`src/rtl/phase_counter_pkg.sv`:
```
`default_nettype none
// ============================================================================
// Module      : phase_counter_pkg
// Description : Shared types and constants for the phase counter generator:
//               FSM state encoding, triangle limits derived from the number
//               of fractional bits, and configuration reset defaults.
// Ports       : none (package)
// Revision    : 1.0 - initial release
// ============================================================================
package phase_counter_pkg;

    typedef enum logic [0:0] {
        ST_IDLE = 1'b0,
        ST_RUN  = 1'b1
    } state_t;

    // Largest positive value of an (n_frac+1)-bit two's-complement phase.
    function automatic int phase_max(input int n_frac);
        return (1 << n_frac) - 1;
    endfunction

    // Triangle lower turning point: symmetric with the top, so the most
    // negative code is never produced.
    function automatic int phase_min_tri(input int n_frac);
        return -phase_max(n_frac);
    endfunction

    localparam int N_FRAC_DEF    = 7;
    localparam int PHASE_MAX     = phase_max(N_FRAC_DEF);
    localparam int PHASE_MIN_TRI = phase_min_tri(N_FRAC_DEF);

    localparam int STEP_RST  = 1;
    localparam int PRESC_RST = 0;

endpackage : phase_counter_pkg
`default_nettype wire

```
`src/rtl/phase_counter_generator_tick_prescaler.sv`:
```
`default_nettype none
// ============================================================================
// Module      : tick_prescaler
// Description : Clock divider. Counts while running; when the count equals
//               the compare value it emits a tick and restarts from 0.
// Ports       : clk_i, rst_i (async, active-high)
//               run_i     - count enable; count is held at 0 when low
//               clear_i   - forces the count to 0 on the next edge
//               compare_i - tick period minus 1
//               tick_o    - combinational tick pulse
// Revision    : 1.0 - initial release
// ============================================================================
module tick_prescaler
    import phase_counter_pkg::*;
#(
    parameter int WIDTH = 16
) (
    input  logic             clk_i,
    input  logic             rst_i,
    input  logic             run_i,
    input  logic             clear_i,
    input  logic [WIDTH-1:0] compare_i,
    output logic             tick_o
);

    logic [WIDTH-1:0] r_count;
    logic             w_hit;

    assign w_hit  = (r_count == compare_i);
    // The tick is not gated by clear_i: a tick that coincides with the run
    // request being withdrawn must still complete.
    assign tick_o = run_i & w_hit;

    always_ff @(posedge clk_i or posedge rst_i) begin
        if (rst_i) begin
            r_count <= WIDTH'(PRESC_RST);
        end else if (clear_i || !run_i || w_hit) begin
            r_count <= '0;
        end else begin
            r_count <= r_count + 1'b1;
        end
    end

endmodule : tick_prescaler
`default_nettype wire

```
`src/rtl/phase_counter_generator.sv`:
```
`default_nettype none
// ============================================================================
// Module      : phase_counter_generator
// Description : Programmable signed phase ramp with per-sample strobe.
//               A prescaler divides clk_i; each tick advances the phase by
//               the active step. Step/prescaler are double-buffered and only
//               applied on entering RUN or on a wrap tick.
//               Optional macro TRIANGLE_MODE_EN adds mode_i and a
//               triangle (up/down) ramp; otherwise sawtooth only.
// Ports       : clk_i, rst_i (async, active-high), enable_i, step_i,
//               presc_i, cfg_load_strobe_i, phase_clear_i,
//               [mode_i], counter_value_o, next_counter_value_strobe_o,
//               wrap_o
// Revision    : 1.0 - initial release
// ============================================================================
module phase_counter_generator
    import phase_counter_pkg::*;
#(
    parameter int N_FRAC  = 7,
    parameter int PRESC_W = 16
) (
    input  logic               clk_i,
    input  logic               rst_i,
    input  logic               enable_i,
    input  logic [N_FRAC:0]    step_i,
    input  logic [PRESC_W-1:0] presc_i,
    input  logic               cfg_load_strobe_i,
    input  logic               phase_clear_i,
`ifdef TRIANGLE_MODE_EN
    input  logic               mode_i,
`endif
    output logic [N_FRAC:0]    counter_value_o,
    output logic               next_counter_value_strobe_o,
    output logic               wrap_o
);

    localparam int W = N_FRAC + 1;

    state_t             r_state;
    logic [W-1:0]       r_phase;
    logic [W-1:0]       r_act_step;
    logic [W-1:0]       r_pend_step;
    logic [PRESC_W-1:0] r_act_presc;
    logic [PRESC_W-1:0] r_pend_presc;
    logic               r_strobe;
    logic               r_wrap;

    logic               w_run;
    logic               w_presc_tick;
    logic               w_tick;
    logic               w_apply;
    logic [W-1:0]       w_saw;
    logic [W-1:0]       w_next_phase;
    logic               w_wrap;

    assign w_run = (r_state == ST_RUN);

    tick_prescaler #(
        .WIDTH (PRESC_W)
    ) u_tick_prescaler (
        .clk_i     (clk_i),
        .rst_i     (rst_i),
        .run_i     (w_run),
        .clear_i   (phase_clear_i | (w_run & ~enable_i)),
        .compare_i (r_act_presc),
        .tick_o    (w_presc_tick)
    );

    // A clear wins over a coincident tick: no strobe, no phase step.
    assign w_tick = w_presc_tick & ~phase_clear_i;

    // Sawtooth: modulo add; wrap is the positive-to-negative transition.
    assign w_saw = r_phase + r_act_step;

`ifdef TRIANGLE_MODE_EN
    localparam logic signed [W:0] C_MAX     = (W+1)'(phase_max(N_FRAC));
    localparam logic signed [W:0] C_MIN_TRI = (W+1)'(phase_min_tri(N_FRAC));

    logic              r_dir;       // 0 = counting up, 1 = counting down
    logic              r_act_mode;  // 0 = sawtooth, 1 = triangle
    logic              w_next_dir;
    logic signed [W:0] w_up;
    logic signed [W:0] w_dn;

    // One extra bit so crossings past either limit are visible.
    assign w_up = $signed({r_phase[W-1], r_phase}) + $signed({1'b0, r_act_step});
    assign w_dn = $signed({r_phase[W-1], r_phase}) - $signed({1'b0, r_act_step});

    always_comb begin
        w_next_phase = w_saw;
        w_wrap       = ~r_phase[W-1] & w_saw[W-1];
        w_next_dir   = r_dir;
        if (r_act_mode) begin
            w_wrap = 1'b0;
            if (!r_dir) begin
                if (w_up > C_MAX) begin
                    w_next_phase = C_MAX[W-1:0];
                    w_next_dir   = 1'b1;
                end else begin
                    w_next_phase = w_up[W-1:0];
                end
            end else begin
                if (w_dn < C_MIN_TRI) begin
                    w_next_phase = C_MIN_TRI[W-1:0];
                    w_next_dir   = 1'b0;
                    w_wrap       = 1'b1;
                end else begin
                    w_next_phase = w_dn[W-1:0];
                end
            end
        end
    end
`else
    assign w_next_phase = w_saw;
    assign w_wrap       = ~r_phase[W-1] & w_saw[W-1];
`endif

    assign w_apply = ((r_state == ST_IDLE) & enable_i) | (w_tick & w_wrap);

    always_ff @(posedge clk_i or posedge rst_i) begin
        if (rst_i) begin
            r_state      <= ST_IDLE;
            r_phase      <= '0;
            r_act_step   <= W'(STEP_RST);
            r_pend_step  <= W'(STEP_RST);
            r_act_presc  <= PRESC_W'(PRESC_RST);
            r_pend_presc <= PRESC_W'(PRESC_RST);
            r_strobe     <= 1'b0;
            r_wrap       <= 1'b0;
`ifdef TRIANGLE_MODE_EN
            r_dir        <= 1'b0;
            r_act_mode   <= 1'b0;
`endif
        end else begin
            r_strobe <= w_tick;
            r_wrap   <= w_tick & w_wrap;

            case (r_state)
                ST_IDLE: if (enable_i)  r_state <= ST_RUN;
                ST_RUN:  if (!enable_i) r_state <= ST_IDLE;
                default: r_state <= ST_IDLE;
            endcase

            if (cfg_load_strobe_i) begin
                r_pend_step  <= step_i;
                r_pend_presc <= presc_i;
            end

            // A load that lands exactly on an apply point bypasses pending.
            if (w_apply) begin
                r_act_step  <= cfg_load_strobe_i ? step_i  : r_pend_step;
                r_act_presc <= cfg_load_strobe_i ? presc_i : r_pend_presc;
            end

            if (phase_clear_i) begin
                r_phase <= '0;
            end else if (w_tick) begin
                r_phase <= w_next_phase;
            end

`ifdef TRIANGLE_MODE_EN
            if (phase_clear_i) begin
                r_dir <= 1'b0;
            end else if (w_tick) begin
                r_dir <= w_next_dir;
            end
            if (w_apply) begin
                r_act_mode <= mode_i;
                if (!mode_i) begin
                    r_dir <= 1'b0;
                end
            end
`endif
        end
    end

    assign counter_value_o             = r_phase;
    assign next_counter_value_strobe_o = r_strobe;
    assign wrap_o                      = r_wrap;

endmodule : phase_counter_generator
`default_nettype wire

```
`config.mk`:
```
export PLATFORM = sky130hd
export DESIGN_NAME = phase_counter_generator
export DESIGN_NICKNAME = d
export VERILOG_FILES = /design/src/rtl/phase_counter_pkg.sv /design/src/rtl/phase_counter_generator_tick_prescaler.sv /design/src/rtl/phase_counter_generator.sv
export SDC_FILE = /design/constraint.sdc
export NUM_CORES = 1
export LEC_CHECK = 0
export CAP_MARGIN = 10
export CORE_AREA = 2 2 85 87
export DETAILED_ROUTE_END_ITERATION = 6
export DIE_AREA = 0 0 87 89
export PLACE_DENSITY = 0.72
export SYNTH_ARGS = -nofsm -noshare
export SYNTH_HDL_FRONTEND = slang
export SYNTH_HIERARCHICAL = 1
export SYNTH_SLANG_ARGS = --single-unit
export TNS_END_PERCENT = 30
```
`constraint.sdc`:
```
create_clock -name clk_i -period 4.1 [get_ports clk_i]
set_clock_uncertainty 0.2 [all_clocks]
set_input_delay 0.82 -clock clk_i [delete_from_list [all_inputs] [get_ports clk_i]]
set_output_delay 0.82 -clock clk_i [all_outputs]
set_load 0.02 [all_outputs]
```
==> reports/summary.txt, run 1 <==
status -> completed
Synth Cell Area -> 0.00365 mm²
Compound-Gate Fraction of Synth Area -> 0.0484
GR Util All Layers -> 0.197
crit path from -> u_tick_prescaler/r_count[3]
clock-pin slew on the worst setup and hold paths -> 0.08 ns
vias in the first global route -> 2,366
internal power -> 1.29 mW
synth unique cells -> 45
CP arrival -> 3.23 ns
layout cell share with drive strength beyond 1 -> 0.248
Commonest cells post-synth -> 73 x dfrtp_1, 27 x mux2_2, 27 x xnor2_1
met1 GRT Util -> 0.259
combinational share of power -> 0.139
Setup crit end -> r_act_step[3]
CP Class -> register to register
count of pins over their slew limit -> 0
top_reg_cell synth -> dfrtp_1
synth top area cells -> dfrtp_1 50%, mux2_2 8.3%, mux2_4 8.2%, xnor2_1 6.5%, ha_1 2.7%
CTS H-tree lvls -> 3
top cell type's share of synthesized area -> 0.501
reg-to-reg startpoint -> u_tick_prescaler/r_count[3]
Async SR Flop Fraction -> 1.00
die area -> 0.00774 mm²
hold_buf cts -> 0
Vias -> 2,225
CTS tree -> built
post-cts sizing count -> 0
final WL -> 6730 µm
mux cell area share after synthesis -> 0.182
antenna-violating nets left -> 0
GRT overflow -> 0
GR Layer Usage met3 -> 0.0499
Mapped Avg Cell Area -> 13.1 µm²
XOR/XNOR share of the synthesized area -> 0.0817
CTS Root Cell -> clkbuf_8
Synth-to-Final Area Change -> 17.8%
dpl hpwl -> 4740 µm
Post-Synth Adder-Cell Area -> 0.0329
Sw Pwr -> 0.407 mW
most numerous cell in the Yosys netlist -> dfrtp_1
Top Usage Layer GRT -> met2
global-route wire length before repair -> 11,500 µm
FMAX -> 0.313 GHz
area leader, netlist -> dfrtp_1
register share of total power -> 0.508
leakage -> 1.81 nW
Mapped Nets -> 317
Tcrit/Tclk final -> 0.780
Critical Path Start Type -> register
VDD IR max -> 0.000278 V
clk buf depth -> 2
Total Power -> 1.70 mW
DRC violations left -> 0
Final min period -> 3.20 ns
initial DRC count -> 135
number of synthesized flops with an enable pin -> 0
RSZ-0062 raised after global routing -> no
R2R depth -> 10
R2R Setup Slk -> 0.90 ns
post-route setup TNS -> 0 ns
core region area -> 0.00672 mm²
CP Capture Type -> register
Die W -> 87 µm
Rows -> 30
Switching Share -> 0.240
WL/cell -> 16.6 µm
HP Class -> register to register
Net count, final -> 359
Worst Tran Pin Value -> 0.662 ns
met2 Track Usage GR -> 0.316
Final setup viols -> 0
die height -> 89 µm
synthesized flop and latch total -> 75
Antenna diodes -> 0
GP Congestion -> 0.852
Final Hold Viols -> 0
IO buf count -> 38
Initial Utilization -> 0.543
crit path max fanout -> 23
simple-gate share of the synthesized area -> 0.112
Rel. slew slack -> 0.559
largest net degree at the start of global routing -> 32
YS warnings -> 6
drt first pass iters -> 4
Clock Latency Late Sink -> 0.35 ns
initial antenna violation count -> 0
postcts setup bufs -> 0
CTS Buf Count -> 9
CTS sink cnt -> 75
PwrDens -> 395 mW/mm²
clock power share -> 0.354
Mapped Cells -> 279
IO Pins -> 39
Seq/Total Area, Yosys -> 0.515
largest family of logic cells by synthesized area -> multiplexers
Max-Cap Viols -> 0
Critical R2R Capture -> r_act_step[3]
Vias per Instance -> 5.48
Critical Path RT -> 4.13 ns
## cells by family (layout without fill, tap and decap cells)
kind of cell,Yosys count,in the layout
adders and majority gates,9,9
xor gates and xnor gates,34,34
buffers and inverters,17,64
muxes,53,53
DFF,75,75
AOI/OAI and AO/OA,22,22
and+or+nand+nor,69,69
## area by class of cell
type | instances | area [µm²]
well taps | 80 | 100
clock inverters | 3 | 45.0
multi-input cells | 187 | 1670
repair buffers | 43 | 418
flip-flops and latches | 75 | 1880
fillers | 520 | 2420
clock buffers | 13 | 169
inverters | 5 | 18.8
## sequential cells by signal (all words and copies together), names as in the netlist
| signal | count |
|---|---|
| next_counter_value_strobe_o | 1 |
| u_tick_prescaler/r_count | 16 |
| r_pend_step | 8 |
| r_state | 1 |
| r_pend_presc | 16 |
| wrap_o | 1 |
| r_act_step | 8 |
| r_act_presc | 16 |
| counter_value_o | 8 |
## how the worst min path moves through the flow
stage	startpoint	slack, ns	endpoint	depth (start not counted)
finish	r_pend_presc[10]	0.30	r_pend_presc[10]	1
global route	r_pend_presc[2]	0.31	r_pend_presc[2]	1
global placement	r_pend_presc[11]	0.28	r_pend_presc[11]	1
CTS	r_pend_presc[10]	0.31	r_pend_presc[10]	1
detailed placement	r_pend_step[3]	0.29	r_pend_step[3]	1
floorplan	r_pend_presc[10]	0.27	r_pend_presc[10]	1
## layout by cell type (no fill, tap or decap), types with 2 or more instances in the layout
| cell type | count |
|---|---|
| o31ai_1 | 2 |
| nor3_1 | 17 |
| clkdlybuf4s50_1 | 38 |
| xor2_1 | 7 |
| dfrtp_1 | 73 |
| nand2b_1 | 2 |
| xnor2_1 | 27 |
| nor2b_1 | 3 |
| mux2i_1 | 6 |
| buf_4 | 5 |
| inv_1 | 4 |
| a21o_1 | 4 |
| and3_1 | 2 |
| nor2_1 | 11 |
| nand2_1 | 7 |
| o211ai_1 | 2 |
| clkinvlp_4 | 2 |
| a211oi_1 | 3 |
| mux2_4 | 20 |
| o21ai_0 | 3 |
| dfstp_2 | 2 |
| mux2_2 | 27 |
| a211oi_2 | 2 |
| nand4_1 | 8 |
| nand3_1 | 6 |
| a21oi_1 | 3 |
| clkbuf_8 | 12 |
| ha_1 | 8 |
## power groups by stage
stage	sequential, mW	combinational, mW	clock [mW]
finish	0.861	0.235	0.600
global route	0.869	0.259	0.643
CTS	0.862	0.239	0.616
detailed placement	0.875	0.239	0
global placement	0.874	0.232	0
floorplan	0.857	0.187	0
## worst max-delay path, stage by stage, from the launching register on
cell	delay, ns
dfrtp_1	0.46
xnor2_1	0.22
nand4_1	0.17
nor4_4	0.34
and2_1	0.16
buf_4	0.20
nand2b_1	0.10
a211oi_1	0.24
a211oi_2	0.11
o32a_4	0.51
mux2_4	0.36
## routing by layer
| layer | vias to the layer above | share of wire |
|---|---|---|
| li1 | 1068 | - |
| met1 | 1120 | 0.47 |
| met2 | 30 | 0.49 |
| met3 | 7 | 0.032 |
| met4 | 0 | 0.013 |
| met5 | - | 0 |
## stage by stage
stage	hold slack, ns	util	instance area, µm²	std cells	setup slack, ns
final	0.302	0.639	4300	406	0.900
after detailed placement	0.288	0.608	4080	390	0.945
after CTS	0.307	0.639	4300	406	0.915
after global placement	0.283	0.608	4080	390	1.02
after global routing	0.314	0.639	4300	406	0.779
after floorplan	0.269	-	3650	279	1.12
Note: power is estimated with default switching activity, not from simulation.
==> run 2, diff against run 1 <==
==> constraint.sdc (replaced) <==
create_clock -name clk_i -period 3.1 [get_ports clk_i]
set_clock_uncertainty 0.2 [all_clocks]
set_input_delay 0.62 -clock clk_i [delete_from_list [all_inputs] [get_ports clk_i]]
set_output_delay 0.62 -clock clk_i [all_outputs]
set_load 0.02 [all_outputs]
==> reports/summary.txt, run 2 (same netlist as run 1, synthesis figures left out) <==
combinational share of power -> 0.136
die area -> 0.00774 mm²
dpl ws -> 0.0844 ns
Die W -> 87 µm
Hold Startpoint -> r_pend_step[6]
Final Hold Viols -> 0
largest registers -> r_act_presc: 16 flops, r_pend_presc: 16 flops, u_tick_prescaler/r_count: 16 flops
RSZ-0062 raised after global routing -> yes
CP Class -> register to register
core region area -> 0.00672 mm²
largest net degree at the start of global routing -> 30
Synth-to-Final Area Change -> 21.5%
Final min period -> 3.00 ns
CP arrival -> 3.03 ns
crit path max fanout -> 11
internal power -> 1.83 mW
most common cell after layout, fill and taps aside -> dfrtp_1
initial antenna violation count -> 0
final WL -> 7330 µm
post-route setup TNS -> 0 ns
CTS sink cnt -> 75
die height -> 89 µm
GRT overflow -> 0
VDD IR max -> 0.000321 V
Critical Path RT -> 3.13 ns
dpl hpwl -> 4930 µm
IO buf count -> 38
clk buf depth -> 2
wl on met1 -> 3420 µm
area post-placement -> 0.00414 mm²
PwrDens -> 536 mW/mm²
GR Util All Layers -> 0.201
Vias per Instance -> 5.56
CTS H-tree lvls -> 3
status -> completed
HP Class -> register to register
Sw Pwr -> 0.543 mW
Antenna diodes -> 0
DR top layer -> met4
Rows -> 30
worst hold slack -> 0.302 ns
layout cell share with drive strength beyond 1 -> 0.266
post-route cell area -> 0.00443 mm²
WL/cell -> 17.7 µm
clock power share -> 0.384
global-route wire length before repair -> 11,700 µm
DRC violations left -> 0
crit path from -> r_act_step[0]
CTS Root Cell -> clkbuf_8
clock-pin slew on the worst setup and hold paths -> 0.08 ns
Rel. slew slack -> 0.550
Vias -> 2,300
Final setup viols -> 0
register share of total power -> 0.480
leakage -> 1.88 nW
drt first pass iters -> 4
Clock Latency Late Sink -> 0.35 ns
most frequent cells in the layout -> 73 x dfrtp_1, 38 x clkdlybuf4s50_1, 27 x mux2_2, 27 x xnor2_1, 20 x mux2_4
FMAX -> 0.334 GHz
reg-to-reg startpoint -> r_act_step[0]
final core occ -> 0.659
metal3 WL -> 225 µm
CTS Buf Count -> 9
antenna-violating nets left -> 0
Switching Share -> 0.229
WL met2 -> 3560 µm
GP Congestion -> 0.904
count of pins over their slew limit -> 0
CTS tree -> built
Critical Path Start Type -> register
Final WS setup -> 0.105 ns
vias in the first global route -> 2,389
Tcrit/Tclk final -> 0.966
IO Pins -> 39
Max-Cap Viols -> 0
postcts setup bufs -> 0
initial DRC count -> 126
Worst Tran Pin Value -> 0.675 ns
CP Capture Type -> register
Initial Utilization -> 0.543
Net count, final -> 367
-- run 2: routing by layer --
layer,vias up,GRT usage
met5,-,0
met2,46,0.329
met1,1148,0.264
met4,0,0.0852
met3,12,0.0360
li1,1094,-
-- run 2: final timing paths --
path	slack [ns]	cells after the start	end
worst max-delay path	0.10	7	r_act_presc[11]
worst min-delay path	0.30	1	r_pend_step[6]
worst max register to register	0.10	7	r_act_presc[11]
worst min register to register	0.30	1	r_pend_step[6]
max in group asynchronous	1.74	3	r_pend_presc[11]
min in group asynchronous	0.42	2	r_pend_presc[14]
-- run 2: timing repair --
action,in CTS,in global routing
hold buffers,0,0
resized for setup,0,3
endpoints found under the setup margin,0,23
-- run 2: metrics by stage --
stage	instances	total power, mW
after floorplan	279	1.38
after global placement	396	1.46
after detailed placement	396	1.48
after CTS	412	2.38
after global routing	414	2.47
final	414	2.37
-- run 2: worst max-delay path, stage by stage (launching register included) --
cell      delay, ns
dfstp_2        0.54
ha_1           0.19
a21oi_1        0.11
nand4b_1       0.23
and2_2         0.26
a211oi_2       0.57
o32a_4         0.42
mux2_2         0.37
-- run 2: power by group through the flow --
stage	Sequential (mW)	Clock (mW)	Combinational [mW]
floorplan	1.13	0	0.247
global placement	1.15	0	0.311
detailed placement	1.16	0	0.322
CTS	1.14	0.924	0.322
global route	1.15	0.970	0.353
finish	1.14	0.910	0.324
-- run 2: area by class of cell --
type                            count  area [µm²]
Fill cell                         519        2290
Sequential cell                    75        1880
Multi-Input combinational cell    189        1710
Timing Repair Buffer               49         475
Clock buffer                       12         145
Tap cell                           80         100
Clock inverter                      4        97.6
Inverter                            5        18.8
==> run 3, diff against run 2 <==
--- a/config.mk
+++ b/config.mk
@@ -5,10 +5,11 @@
 export SDC_FILE = /design/constraint.sdc
 export NUM_CORES = 1
 export LEC_CHECK = 0
+export ABC_AREA = 1
 export CAP_MARGIN = 10
-export CORE_AREA = 2 2 85 87
+export CORE_AREA = 2 2 86 88
 export DETAILED_ROUTE_END_ITERATION = 6
-export DIE_AREA = 0 0 87 89
+export DIE_AREA = 0 0 88 90
 export PLACE_DENSITY = 0.72
 export SYNTH_ARGS = -nofsm -noshare
 export SYNTH_HDL_FRONTEND = slang
==> reports/summary.txt, run 3 <==
Critical R2R Capture -> r_act_presc[13]
CP arrival -> 2.77 ns
Sw Pwr -> 0.566 mW
internal power -> 1.57 mW
largest net degree at the start of global routing -> 38
reg-to-reg startpoint -> u_tick_prescaler/r_count[9]
top_reg_cell synth -> dfrtp_1
status -> completed
Synth-to-Final Area Change -> 17.3%
number of synthesized flops with an enable pin -> 0
R2R Setup Slk -> 0.41 ns
metal3 WL -> 262 µm
Hold Startpoint -> r_act_step[0]
PwrDens -> 482 mW/mm²
GR Util All Layers -> 0.197
layout cell share with drive strength beyond 1 -> 0.165
YS warnings -> 6
area post-placement -> 0.00423 mm²
global-route wire length before repair -> 12,300 µm
hold path depth -> 2
final core occ -> 0.629
dpl ws -> 0.424 ns
crit path from -> u_tick_prescaler/r_count[9]
RSZ-0062 raised after global routing -> no
GP Congestion -> 0.823
Setup crit end -> r_act_presc[13]
slowest stage delay, CP -> 0.47 ns
Vias per Instance -> 4.88
die area -> 0.00792 mm²
CTS Buf Count -> 9
Mapped Cells -> 426
CTS H-tree lvls -> 3
crit path max fanout -> 26
DR top layer -> met4
count of pins over their slew limit -> 0
most common cell after layout, fill and taps aside -> nand2_1
Fill cells -> 586
CP delay by family, top -> simple AND/OR/NAND/NOR gates
hold_buf cts -> 0
die height -> 90 µm
Final setup viols -> 0
Net count, final -> 506
slowest CP cell -> dfrtp_1
CP cell instances -> inv_2 > nand2_1 > nand2_1 > nor2_1 > nand2_1 > nor2_2 > nand2_2 > nor2_1 > inv_1 > nor2_4 > inv_1 > nor2_2 > nand3_4 > nand2_4 > nand2_1 > nand2_1
CTS sink cnt -> 75
Final min period -> 2.69 ns
FMAX -> 0.371 GHz
synth top area cells -> dfrtp_1 49%, nand2_1 14%, mux2_2 7.2%, nand3_1 4.3%, inv_1 4.1%
register share of total power -> 0.523
post-route setup TNS -> 0 ns
CP Capture Type -> register
Final Hold Viols -> 0
area leader, netlist -> dfrtp_1
synthesized flop and latch total -> 75
IO Pins -> 39
clk buf depth -> 2
Synth Cell Area -> 0.00376 mm²
DRC violations left -> 0
WP depth -> 16
vias in the first global route -> 2,646
R2R depth -> 16
WL met2 -> 3260 µm
Antenna diodes -> 0
combinational share of power -> 0.132
Async SR Flop Fraction -> 1.00
WP buf/inv -> 3
Total Power -> 2.13 mW
Mapped Nets -> 464
Critical Path RT -> 3.17 ns
clock-pin slew on the worst setup and hold paths -> 0.08 ns
Worst Tran Pin Value -> 0.619 ns
post-cts sizing count -> 0
Tcrit/Tclk final -> 0.869
initial antenna violation count -> 0
IO buf count -> 38
HP Class -> register to register
WL/cell -> 12.6 µm
Switching Share -> 0.266
Final WS setup -> 0.407 ns
post-route cell area -> 0.00442 mm²
initial DRC count -> 159
CTS Root Cell -> clkbuf_8
GRT overflow -> 0
Critical Path Start Type -> register
wl on met1 -> 3610 µm
most frequent cells in the layout -> 136 x nand2_1, 73 x dfrtp_1, 40 x inv_1, 38 x clkdlybuf4s50_1, 36 x nor2_1
drt first pass iters -> 4
Initial Utilization -> 0.536
Clock Latency Late Sink -> 0.34 ns
Die W -> 88 µm
VDD IR max -> 0.000327 V
Rows -> 31
Max-Cap Viols -> 0
Rel. slew slack -> 0.587
CTS tree -> built
antenna-violating nets left -> 0
Seq/Total Area, Yosys -> 0.499
largest registers -> r_act_presc: 16 flops, r_pend_presc: 16 flops, u_tick_prescaler/r_count: 16 flops
CP Class -> register to register
Commonest cells post-synth -> 136 x nand2_1, 73 x dfrtp_1, 41 x inv_1
most numerous cell in the Yosys netlist -> nand2_1
core region area -> 0.00702 mm²
leakage -> 2.11 nW
Mapped Avg Cell Area -> 8.84 µm²
postcts setup bufs -> 0
top cell type's share of synthesized area -> 0.485
most used cell, CP -> nand2_1
Vias -> 2,792
final WL -> 7230 µm
synth unique cells -> 34
clock power share -> 0.345
dpl hpwl -> 5220 µm
run 3: changes by cell type after synthesis, moves of 5 or more:
cell     change
nor2_1      +25
nor2_2      +14
nand2_1    +129
xnor2_1     -24
inv_2        +5
nor3_1      -15
nand4_1      -5
nand3_1     +26
mux2i_1      -6
inv_1       +36
mux2_4      -20
run 3: through the flow:
step | hold WS, ns | instances
5_1_grt | 0.311 | 572
2_1_floorplan | 0.266 | 426
3_3_place_gp | 0.283 | 556
4_1_cts | 0.296 | 572
6_report | 0.295 | 572
3_5_place_dp | 0.282 | 556
run 3: how the worst min path moves through the flow:
stage,endpoint,slack (ns)
2_1_floorplan,r_act_step[0],0.27
3_3_place_gp,r_pend_presc[15],0.28
3_5_place_dp,r_act_step[0],0.28
4_1_cts,r_act_step[0],0.30
5_1_grt,r_act_step[0],0.31
6_report,r_act_step[0],0.29
run 3: worst reg2reg max path, stage by stage, from the launching register on:
cell     delay [ns]
dfrtp_1        0.47
inv_2          0.05
nand2_1        0.05
nand2_1        0.05
nor2_1         0.13
nand2_1        0.09
nor2_2         0.11
nand2_2        0.08
nor2_1         0.13
inv_1          0.08
nor2_4         0.20
inv_1          0.10
nor2_2         0.14
nand3_4        0.26
nand2_4        0.32
nand2_1        0.11
nand2_1        0.06
run 3: power by group through the flow:
stage / Sequential, mW / Clock (mW) / Combinational [mW]
2_1_floorplan: 1.11 / 0 / 0.207
3_3_place_gp: 1.13 / 0 / 0.276
3_5_place_dp: 1.13 / 0 / 0.282
4_1_cts: 1.12 / 0.757 / 0.284
5_1_grt: 1.13 / 0.798 / 0.321
6_report: 1.11 / 0.736 / 0.281
run 3: routing by layer:
| layer | vias to the layer above | track usage |
|---|---|---|
| met1 | 1306 | 0.303 |
| met2 | 58 | 0.283 |
| met4 | 0 | 0.0654 |
| met3 | 8 | 0.0312 |
| li1 | 1420 | - |
| met5 | - | 0 |
run 3: area by class of cell:
cell class	instances	area, µm²	area share
sequential	75	1880	0.425
multi-input combinational	295	1630	0.370
timing repair buffer	41	415	0.0940
inverter	46	173	0.0391
clock buffer	10	128	0.0289
tap	99	124	0.0280
clock inverter	6	65.1	0.0147
run 3: cells by family after synthesis:
group,after synthesis,synth area share
AND/OR/NAND/NOR,235,0.275
flip-flops,75,0.499
buffers and inverters,56,0.0668
multiplexers,24,0.0718
AO/OA/AOI/OAI,14,0.0249
XOR/XNOR,13,0.0302
adder cells (fa/ha/maj),9,0.0319
